==> config.mk <==
export PLATFORM = sky130hd
export DESIGN_NAME = key_filter
export DESIGN_NICKNAME = d
export VERILOG_FILES = /design/src/rtl/key_filter.sv
export SDC_FILE = /design/constraint.sdc
export NUM_CORES = 1
export LEC_CHECK = 0
export CAP_MARGIN = 5
export CORE_ASPECT_RATIO = 0.7
export CORE_MARGIN = 4
export CORE_UTILIZATION = 50
export DETAILED_ROUTE_END_ITERATION = 7
export PLACE_DENSITY = 0.64
export SYNTH_ARGS = -nofsm -noshare
export SYNTH_HDL_FRONTEND = slang
export SYNTH_SLANG_ARGS = --single-unit
==> constraint.sdc <==
create_clock -name sys_clk -period 2.7 [get_ports sys_clk]
set_input_delay 0.405 -clock sys_clk [delete_from_list [all_inputs] [get_ports sys_clk]]
set_output_delay 0.405 -clock sys_clk [all_outputs]
set_load 0.1 [all_outputs]
==> src/rtl/key_filter.sv <==
// rtl/key_filter.sv - push-button synchroniser, debouncer and press/release/long-press event generator
module key_filter #(
    parameter bit KEY_ACTIVE_LOW = 1'b1,
    parameter int CNT_W          = 20,
    parameter int CNT_MAX        = 999_999,
    parameter int LONG_W         = 25,
    parameter int LONG_MAX       = 24_999_999
) (
    input  logic       sys_clk,
    input  logic       sys_rst_n,
    input  logic       key_in,
    output logic       key_state,
    output logic       key_flag,
    output logic       key_rel_flag,
    output logic       long_flag,
    output logic [7:0] press_cnt
);

    localparam logic              REL_LVL   = KEY_ACTIVE_LOW;
    localparam logic [CNT_W-1:0]  CNT_LIM   = CNT_W'(CNT_MAX);
    localparam logic [LONG_W-1:0] HOLD_LIM  = LONG_W'(LONG_MAX);
    localparam logic [LONG_W-1:0] HOLD_DONE = LONG_W'(LONG_MAX + 1);

    typedef enum logic [1:0] {IDLE, P_FILT, DOWN, R_FILT} state_t;

    state_t            state, state_nx;
    logic [CNT_W-1:0]  cnt, cnt_nx;
    logic [LONG_W-1:0] hold, hold_nx;
    logic              key_state_nx, key_flag_nx, key_rel_flag_nx, long_flag_nx;
    logic [7:0]        press_cnt_nx;
    logic              s1, s2;
    logic              pressed;

    // Synchroniser resets to the released level so reset never looks like a press.
    always_ff @(posedge sys_clk or negedge sys_rst_n) begin
        if (!sys_rst_n) begin
            s1 <= REL_LVL;
            s2 <= REL_LVL;
        end else begin
            s1 <= key_in;
            s2 <= s1;
        end
    end

    assign pressed = KEY_ACTIVE_LOW ? ~s2 : s2;

    always_ff @(posedge sys_clk or negedge sys_rst_n) begin
        if (!sys_rst_n) begin
            state        <= IDLE;
            cnt          <= '0;
            hold         <= '0;
            key_state    <= 1'b0;
            key_flag     <= 1'b0;
            key_rel_flag <= 1'b0;
            long_flag    <= 1'b0;
            press_cnt    <= '0;
        end else begin
            state        <= state_nx;
            cnt          <= cnt_nx;
            hold         <= hold_nx;
            key_state    <= key_state_nx;
            key_flag     <= key_flag_nx;
            key_rel_flag <= key_rel_flag_nx;
            long_flag    <= long_flag_nx;
            press_cnt    <= press_cnt_nx;
        end
    end

    always_comb begin
        state_nx        = state;
        cnt_nx          = cnt;
        hold_nx         = hold;
        key_state_nx    = key_state;
        key_flag_nx     = 1'b0;
        key_rel_flag_nx = 1'b0;
        long_flag_nx    = 1'b0;
        press_cnt_nx    = press_cnt;
        case (state)
            IDLE: begin
                if (pressed) begin
                    state_nx = P_FILT;
                    cnt_nx   = '0;
                end
            end
            P_FILT: begin
                if (!pressed) begin
                    state_nx = IDLE;
                    cnt_nx   = '0;
                end else if (cnt == CNT_LIM) begin
                    state_nx     = DOWN;
                    key_flag_nx  = 1'b1;
                    key_state_nx = 1'b1;
                    press_cnt_nx = press_cnt + 8'd1;
                    hold_nx      = '0;
                end else begin
                    cnt_nx = cnt + CNT_W'(1);
                end
            end
            DOWN: begin
                // hold parks at LONG_MAX+1 after firing, so long_flag fires once per press.
                if (!pressed) begin
                    state_nx = R_FILT;
                    cnt_nx   = '0;
                end else if (hold < HOLD_LIM) begin
                    hold_nx = hold + LONG_W'(1);
                end else if (hold == HOLD_LIM) begin
                    long_flag_nx = 1'b1;
                    hold_nx      = HOLD_DONE;
                end
            end
            R_FILT: begin
                if (pressed) begin
                    state_nx = DOWN;
                    cnt_nx   = '0;
                end else if (cnt == CNT_LIM) begin
                    state_nx        = IDLE;
                    key_rel_flag_nx = 1'b1;
                    key_state_nx    = 1'b0;
                    hold_nx         = '0;
                end else begin
                    cnt_nx = cnt + CNT_W'(1);
                end
            end
            default: state_nx = IDLE;
        endcase
    end

endmodule

==> Word-level counts from Yosys, hierarchy flattened <==
Index checks and enable logic that the tools add are counted.
{ "word_totals": {"ram_bits": 0, "inputBits": 3, "n_memories": 0, "rom_bits": 0, "latchBits": 0, "reg_bits": 61} }
{ "op_classes": {"n_mux": 34, "mul": 0, "bitwise_logic": 1, "order_cmp": 1, "eq_ne": 15, "n_addsub": 3, "n_reduce_logical": 8, "div": 0, "shift": 0} }
{ "op_table": {"columns": ["op", "n"], "rows": [
  ["25-bit 2-to-1 mux", 6],
  ["20-bit 2-to-1 mux", 5],
  ["20-bit one-hot mux with 4 select lines", 1],
  ["25-bit one-hot mux with 3 select lines", 1],
  ["25-bit by 1-bit adder with 25-bit output (second input constant)", 1],
  ["25-bit equality test (second input constant)", 1],
  ["25-bit less-than comparator (second input constant)", 1],
  ["20-bit by 1-bit adder with 20-bit output (second input constant)", 1],
  ["20-bit equality test (second input constant)", 1],
  ["2-bit != test (second input constant)", 7],
  ["1-bit 2-to-1 mux", 13],
  ["2-bit 2-to-1 mux", 6],
  ["5-bit AND reduction", 2],
  ["3-bit != test (second input constant)", 3],
  ["8-bit by 1-bit adder with 8-bit output (second input constant)", 1],
  ["2-bit one-hot mux with 4 select lines", 1],
  ["2-bit equality test (second input constant)", 2],
  ["4-bit AND reduction", 1],
  ["3-bit AND reduction", 1],
  ["3-bit nonzero test", 1],
  ["2-bit by 1-bit equality test with 1-bit output (second input constant)", 1],
  ["2-bit zero test", 1],
  ["1-bit one-hot mux with 2 select lines", 1],
  ["2-bit AND reduction", 1],
  ["2 further kinds", 2]
]} }

==> Logic depth before layout (Yosys ltp) <==
Gate-level depths: netlist of the first run.
{ "depth": {"word_depth": 5, "ltp_mapped": 9} }

==> Least setup slack after synthesis of the first run <==
OpenSTA, ideal clock, no wires.
{ "synth_timing": {"path_kind": "reg-to-reg", "start": "register cnt[7]", "end": "register hold[16]", "synth_period_minus_slack_ps": 2446, "setup_time_ps": 121, "stages_incl_launch_ff": 8, "setup_slack_ps": 254, "arrival_time_ps": 2325, "path_buffers": 1, "path_cell_list": "dfrtp_1 or4_4 or4_4 nor3_4 a21oi_2 and2_4 buf_6 o22a_1"} }
{ "synth_between": {"elab_chain_len": 4} }
{ "synth_rtl": {"columns": ["item", "line", "rtl"], "rows": [
  ["start, declared", "27", "logic [CNT_W-1:0] cnt, cnt_nx;"],
  ["start signal, assigned", "59", "cnt <= cnt_nx;"],
  ["20-bit equality test (*)", "89, 115", null],
  ["25-bit 2-to-1 mux (*)", null, null],
  ["25-bit 2-to-1 mux (on tied branches)", null, null],
  ["25-bit one-hot mux with 3 select lines (*)", null, null],
  ["end signal, assigned", "60", "hold <= hold_nx;"],
  ["end, declared", "28", "logic [LONG_W-1:0] hold, hold_nx;"]
]} }
Mark *: on every way between the ends. The rest lies on a longest branch, timed or not. The select of a mux whose other input is x is not followed.
A chain may end at the register's enable or synchronous reset.

==> Worst setup path in the final report of the first run <==
{ "layout_timing": {"start": "register cnt[7]", "end": "register press_cnt[7]"} }
{ "layout_between": {"elab_chain_len": 2} }
{ "layout_rtl": {"columns": ["item", "line", "rtl"], "rows": [
  ["20-bit equality test", "89", "end else if (cnt == CNT_LIM) begin"],
  ["3-bit AND reduction (no source line)", null, null],
  ["end signal, assigned", "65", "press_cnt <= press_cnt_nx;"],
  ["end, declared", "16", "output logic [7:0] press_cnt"]
]} }
No other way between the ends.

==> results.toml, run 1 <==
[run_status]
status = "complete, no violations"

[layout]
area_delta_synth_final_pct = 13.5
final_net_count = 394
antennaDiodeCount = 0
drive_above_1_share_pct = 14.2

[floorplan]
die_h_microns = 76.3
die_w_microns = 106
coreArea_sq_um = 6340
rows = 24
start_util_pct = 52.6
ioPinCount = 15
dieArea_sq_um = 8050

[worst_setup_path]
rrSetupSlack_ps = 130
path_class = "reg -> reg"
crit_fanout = 6
worst-r2r-cell-count = 6
path_cells = "or4_4, or4_4, nor3_1, nand3_1, nor2_1, xor2_1"
start_kind = "flip-flop"
r2r-end = "press_cnt[7]$_DFFE_PN0P_"
worst_ep_arrival_time_ps = 2830
cp_slowest_cell = "or4_4"
slowest_delay_ps = 570
worstSetupStartpoint = "cnt[7]$_DFFE_PN0P_"
critical_path_depth = 6
cp-end-kind = "flip-flop"
worst-path-buf-inv = 0
r2r-start = "cnt[7]$_DFFE_PN0P_"
critPathRequiredTime_ps = 2970
crit_top_cell = "or4_4"
crit_end = "press_cnt[7]$_DFFE_PN0P_"
path_delay_family = "simple AND/OR/NAND/NOR gates"

[flow_run]
maxCapViolCount = 0

[synthesis]
synth_seq_area_share_pct = 45.9
synth_most_common_cell = "dfrtp_1"
synth_seq_cells = 61
synth_edf_count = 0
syn_nets = 372
ys_warn_count = 0
ys.flop_type = "dfrtp_1"
avgSynthCellArea_sq_um = 9.10
netlist_top_cells_count = "59 x dfrtp_1, 48 x nand3_1, 33 x nand2_1"
synth.distinct_cells = 47
synth_top_area_share_pct = 44.3
yosysTopAreaCell = "dfrtp_1"
syn_inst = 366
synth.area.top_cells = "dfrtp_1 44%, nand3_1 7.2%, nand2_1 3.7%, and3_1 3.6%, o21ai_0 3.5%"
syn_area_sq_um = 3330
async_flop_share_pct = 100

[routing]
routedWlPerCell_microns = 16.4
vias = 3004
post-route-drc-count = 0
postRouteAntennaNets = 0
wl_microns = 7950
drtIter0Drc = 296
dr.pass1.iters = 5
vias_per_cell = 6.21

[timing]
finalCritPeriodShare_pct = 95.1
hold_viol_final = 0
timing.slew.headroom_pct = 54.6
rsz0062_at_grt = "no"
timing.final.ws_setup_ps = 134
fmax_mhz = 390
slew_violations = 0
fin_skew_ps = 6.70
worst_pin_slew_ps = 680
tns_ps = 0
period_needed_ps = 2570
finalSetupViolations = 0

[clock_tree]
path_clk_slew_ps = 70
cts_buffer_depth = 2
postCtsResizedCells = 0
cts_tree = "done"
cts_made_buffers = 9
worstSkewPairLatency_ps = 340
cts_hold_buf = 0
root_buffer = "clkbuf_8"
cts_setup_buffers = 0
cts_max_level = 3
clock-sinks = 61

[placement]
finalWeightedCongestion = 0.916
dp_hpwl_microns = 5470
dpl_worst_slack_ps = 152
portBuffers = 14

[pwr]
vdd_ir_drop_max_mv = 0.241
p_per_area_nw_per_um2 = 455
p_leak_uw = 0.00162
finalPower_uw = 1720

[hold_path]
min_path_type = "in -> async"

[grt]
grt_antenna_before_repair = 0
grt_pass1_vias = 2700
grt-ovfl-total = 0
grt_max_degree = 35
grt.total_usage_pct = 20.5
grt_pass1_wl_microns = 13300
[area by class of cell]
cell class | instances | area [sq um]
flip-flops and latches | 61 | 1530
well taps | 91 | 114
repair buffers | 31 | 249
fillers | 561 | 2550
clock buffers | 12 | 155
multi-input cells | 280 | 1690
clock inverters | 4 | 22.5
inverters | 5 | 18.8
[routing by layer]
| layer | part of all wire, % | wire, microns | track usage (%) | vias to the layer above |
|---|---|---|---|---|
| met5 | 0 | 0 | 0 | - |
| met4 | 1.3 | 100 | 7.37 | 0 |
| met3 | 7.7 | 613 | 6.18 | 13 |
| met2 | 40 | 3170 | 26.3 | 112 |
| met1 | 51 | 4060 | 31.7 | 1462 |
| li1 | - | - | - | 1417 |
[kinds of logic (layout without fill, tap and decap cells)]
group                      Yosys count  after routing  share of synthesized area (%)
AOI/OAI and AO/OA                   91             91                           18.4
xor gates and xnor gates            15             15                           3.94
adders and majority gates            3              3                           1.13
buffers and inverters               25             52                           3.49
DFF                                 61             61                           45.9
muxes                                1              1                          0.338
and+or+nand+nor                    170            170                           26.8
[state kept, by name, indices dropped and copies added, names as in the netlist, named ones only]
register	cells
key_state	1
key_flag	1
s2	1
long_flag	1
s1	1
cnt	20
state	1
key_rel_flag	1
hold	25
press_cnt	8
[layout by cell type (no fill, tap or decap), drive strengths merged, types with 4 or more instances in the layout]
master	instances
inv	5
nor3	10
dfrtp	59
clkbuf	12
xor2	8
and2	4
buf	30
nand2	33
a21oi	13
o21ai	24
xnor2	7
nand4	8
a31oi	12
o311ai	11
and4	6
o22a	12
and3	19
nand3	48
nor2	28
a22oi	9
[worst reg2reg max path, cell delays in order, from the launching register on]
cell	delay (ps)
dfrtp_1	430
or4_4	560
or4_4	570
nor3_1	360
nand3_1	220
nor2_1	180
xor2_1	160
[worst min-delay path by stage]
stage / startpoint / end / cells after the start
final: sys_rst_n / hold[8]$_DFFE_PN0P_ / 1
after global routing: sys_rst_n / hold[8]$_DFFE_PN0P_ / 1
after global placement: s1$_DFF_PN1_ / s2$_DFF_PN1_ / 0
after detailed placement: s1$_DFF_PN1_ / s2$_DFF_PN1_ / 0
after CTS: sys_rst_n / hold[8]$_DFFE_PN0P_ / 1
after floorplan: sys_rst_n / asynchronous set/reset pin / 0
[where the power goes]
part / total (uW) / leakage, uW / internal (uW) / switching [uW]
clock: 741 / 0.0000921 / 379 / 363
sequential: 926 / 0.000842 / 920 / 6.22
combinational: 52.0 / 0.000688 / 15.0 / 37.0
total: 1720 / 0.00162 / 1310 / 406
[per-stage QoR]
| stage | area (sq um) | utilization, % | cells | hold WS (ps) |
|---|---|---|---|---|
| after CTS | 3770 | 59.5 | 484 | 114 |
| after global routing | 3780 | 59.7 | 484 | 135 |
| final | 3780 | 59.7 | 484 | 92.9 |
| after detailed placement | 3590 | 56.7 | 468 | 351 |
| after floorplan | 3330 | - | 366 | 109 |
| after global placement | 3590 | 56.7 | 468 | 350 |
Power figures use the tool's default switching activity.
==> run 2, diff against run 1 <==
- CAP_MARGIN: 5 -> unset
==> results of run 2 <==
Same layout as run 1: the final DEF is identical, and so are final timing and power.
==> run 3, diff against run 2 <==
- CORE_MARGIN: 4 -> unset
- CORE_UTILIZATION: 50 -> 40
- PLACE_DENSITY: 0.64 -> 0.53
- clock period: 2.7 -> 2.4 ns (I/O delays scaled with it)
==> results.toml, run 3 (same netlist as run 1, synthesis figures left out) <==
[pwr]
p_sw_uw = 495
pwr-share-seq_pct = 40.3
vdd_ir_drop_max_mv = 0.407
p_comb_share_pct = 2.3
p_leak_uw = 0.00180
swShare_pct = 19.1
p_per_area_nw_per_um2 = 626
p_int_uw = 2090
finalPower_uw = 2590
clock_power_share_pct = 57.4

[worst_setup_path]
worst_ep_arrival_time_ps = 2530
path_class = "reg -> reg"
r2r-start = "hold[7]$_DFFE_PN0P_"
cp-end-kind = "flip-flop"
worst-r2r-cell-count = 8
r2r-end = "hold[21]$_DFFE_PN0P_"
rrSetupSlack_ps = 70
crit_fanout = 27
critPathRequiredTime_ps = 2610
start_kind = "flip-flop"

[layout]
layout_commonest_cell = "dfrtp_1"
drive_above_1_share_pct = 19.3
final_cell_mix = "59 x dfrtp_1, 47 x nand3_1, 42 x buf_4"
antennaDiodeCount = 0
seqCellArea_sq_um = 1530
reg_top3 = "hold (25), cnt (20), press_cnt (8)"
largest_register = "hold"
area_delta_synth_final_pct = 24.1
final_net_count = 410
multiInputGateArea_sq_um = 1730
largest_reg_flops = 25
fill_cells = 733

[timing]
finalCritPeriodShare_pct = 96.9
period_needed_ps = 2330
whs_ps = 29.4
timing.slew.headroom_pct = 56.6
finalSetupViolations = 0
fin_skew_ps = 11.2
slew_violations = 0
fmax_mhz = 430
hold_viol_final = 0
worst_pin_slew_ps = 646
tns_ps = 0

[routing]
wl_microns = 8360
drtIter0Drc = 270
vias_per_cell = 5.93
postRouteAntennaNets = 0
routedWlPerCell_microns = 16.4
post-route-drc-count = 10
dr.pass1.iters = 7
vias = 3026

[grt]
grt_max_degree = 39
grt_pass1_wl_microns = 14000
grt_antenna_before_repair = 0
grt-ovfl-total = 0
grt_pass1_vias = 2745
grt.total_usage_pct = 20.7

[clock_tree]
cts_buffer_depth = 2
worstSkewPairLatency_ps = 330
root_buffer = "clkbuf_16"
cts_max_level = 3
cts_tree = "done"
path_clk_slew_ps = 60
cts_made_buffers = 9
clock-sinks = 61

[floorplan]
start_util_pct = 41.8
ioPinCount = 15
die_h_microns = 78.4
rows = 27
coreArea_sq_um = 7970
dieArea_sq_um = 8700
die_w_microns = 111

[hold_path]
min_path_type = "in -> async"

[run_status]
violations = "design-rule violations"
status = "complete, but fails checks"

[placement]
finalWeightedCongestion = 0.850
dp_hpwl_microns = 5780
portBuffers = 14

[flow_run]
maxCapViolCount = 0
==> run 3: cell count changes in the layout (fill, tap and decap cells not counted), sizes merged <==
cell | previous run | this run
bufinv | 0 | 3
buf | 30 | 46
clkinv | 3 | 1
clkinvlp | 1 | 0
==> run 3: worst max-delay path: stages, from the launching register on <==
cell     delay (ps)
dfrtp_1         390
or3_1           400
a31oi_1         190
nor4_2           80
buf_4           150
or3_4           380
buf_12          170
and2_4          220
o22a_1          220
==> run 3: area by class of cell <==
class                   instances  area share (%)
flip-flops and latches         61            37.0
inverters                       5           0.454
repair buffers                 47            9.44
multi-input cells             280            41.8
clock buffers                  12            5.96
clock inverters                 4            2.30
well taps                     101            3.06
==> run 3: repair_timing <==
| item | CTS | global route |
|---|---|---|
| pin swaps | 3 | 1 |
| hold buffers | 0 | 0 |
| setup endpoints to repair | 7 | 23 |
| resized for setup | 4 | 4 |
| cloned | 0 | 0 |
| setup buffers | 0 | 2 |
==> run 3: per-stage QoR <==
stage / util (%) / cells / worst slack (ps) / cell area (sq um)
2_1_floorplan: - / 366 / 3.50 / 3330
3_3_place_gp: 46.9 / 492 / 38.8 / 3740
3_5_place_dp: 46.9 / 492 / -81.7 / 3740
4_1_cts: 51.4 / 508 / 17.8 / 4100
5_1_grt: 51.9 / 510 / -51.0 / 4140
6_report: 51.9 / 510 / 74.8 / 4140
==> run 3: layer usage <==
layer  global-route usage, %  part of all wire, %  vias to the layer above
met2                    28.0                   40                       83
met1                    30.7                   54                     1478
li1                        -                    -                     1450
met3                    5.71                  4.8                       15
met4                    8.38                  1.8                        0
met5                       0                    0                        -
==> run 3: power by group through the flow <==
| stage | logic [uW] | registers (uW) | clock network [uW] |
|---|---|---|---|
| 5_1_grt | 69.5 | 1040 | 1560 |
| 6_report | 59.6 | 1040 | 1490 |
| 3_3_place_gp | 61.0 | 1060 | 0 |
| 4_1_cts | 61.5 | 1040 | 1520 |
| 3_5_place_dp | 61.4 | 1060 | 0 |
| 2_1_floorplan | 24.6 | 1060 | 0 |
==> run 3: worst max path at each step <==
stage,start,endpoint,cells past startpoint
6_report,hold[7]$_DFFE_PN0P_,hold[21]$_DFFE_PN0P_,8
3_5_place_dp,hold[8]$_DFFE_PN0P_,hold[10]$_DFFE_PN0P_,7
2_1_floorplan,cnt[7]$_DFFE_PN0P_,hold[16]$_DFFE_PN0P_,7
4_1_cts,hold[8]$_DFFE_PN0P_,hold[13]$_DFFE_PN0P_,8
5_1_grt,hold[20]$_DFFE_PN0P_,hold[16]$_DFFE_PN0P_,7
3_3_place_gp,cnt[7]$_DFFE_PN0P_,hold[20]$_DFFE_PN0P_,7
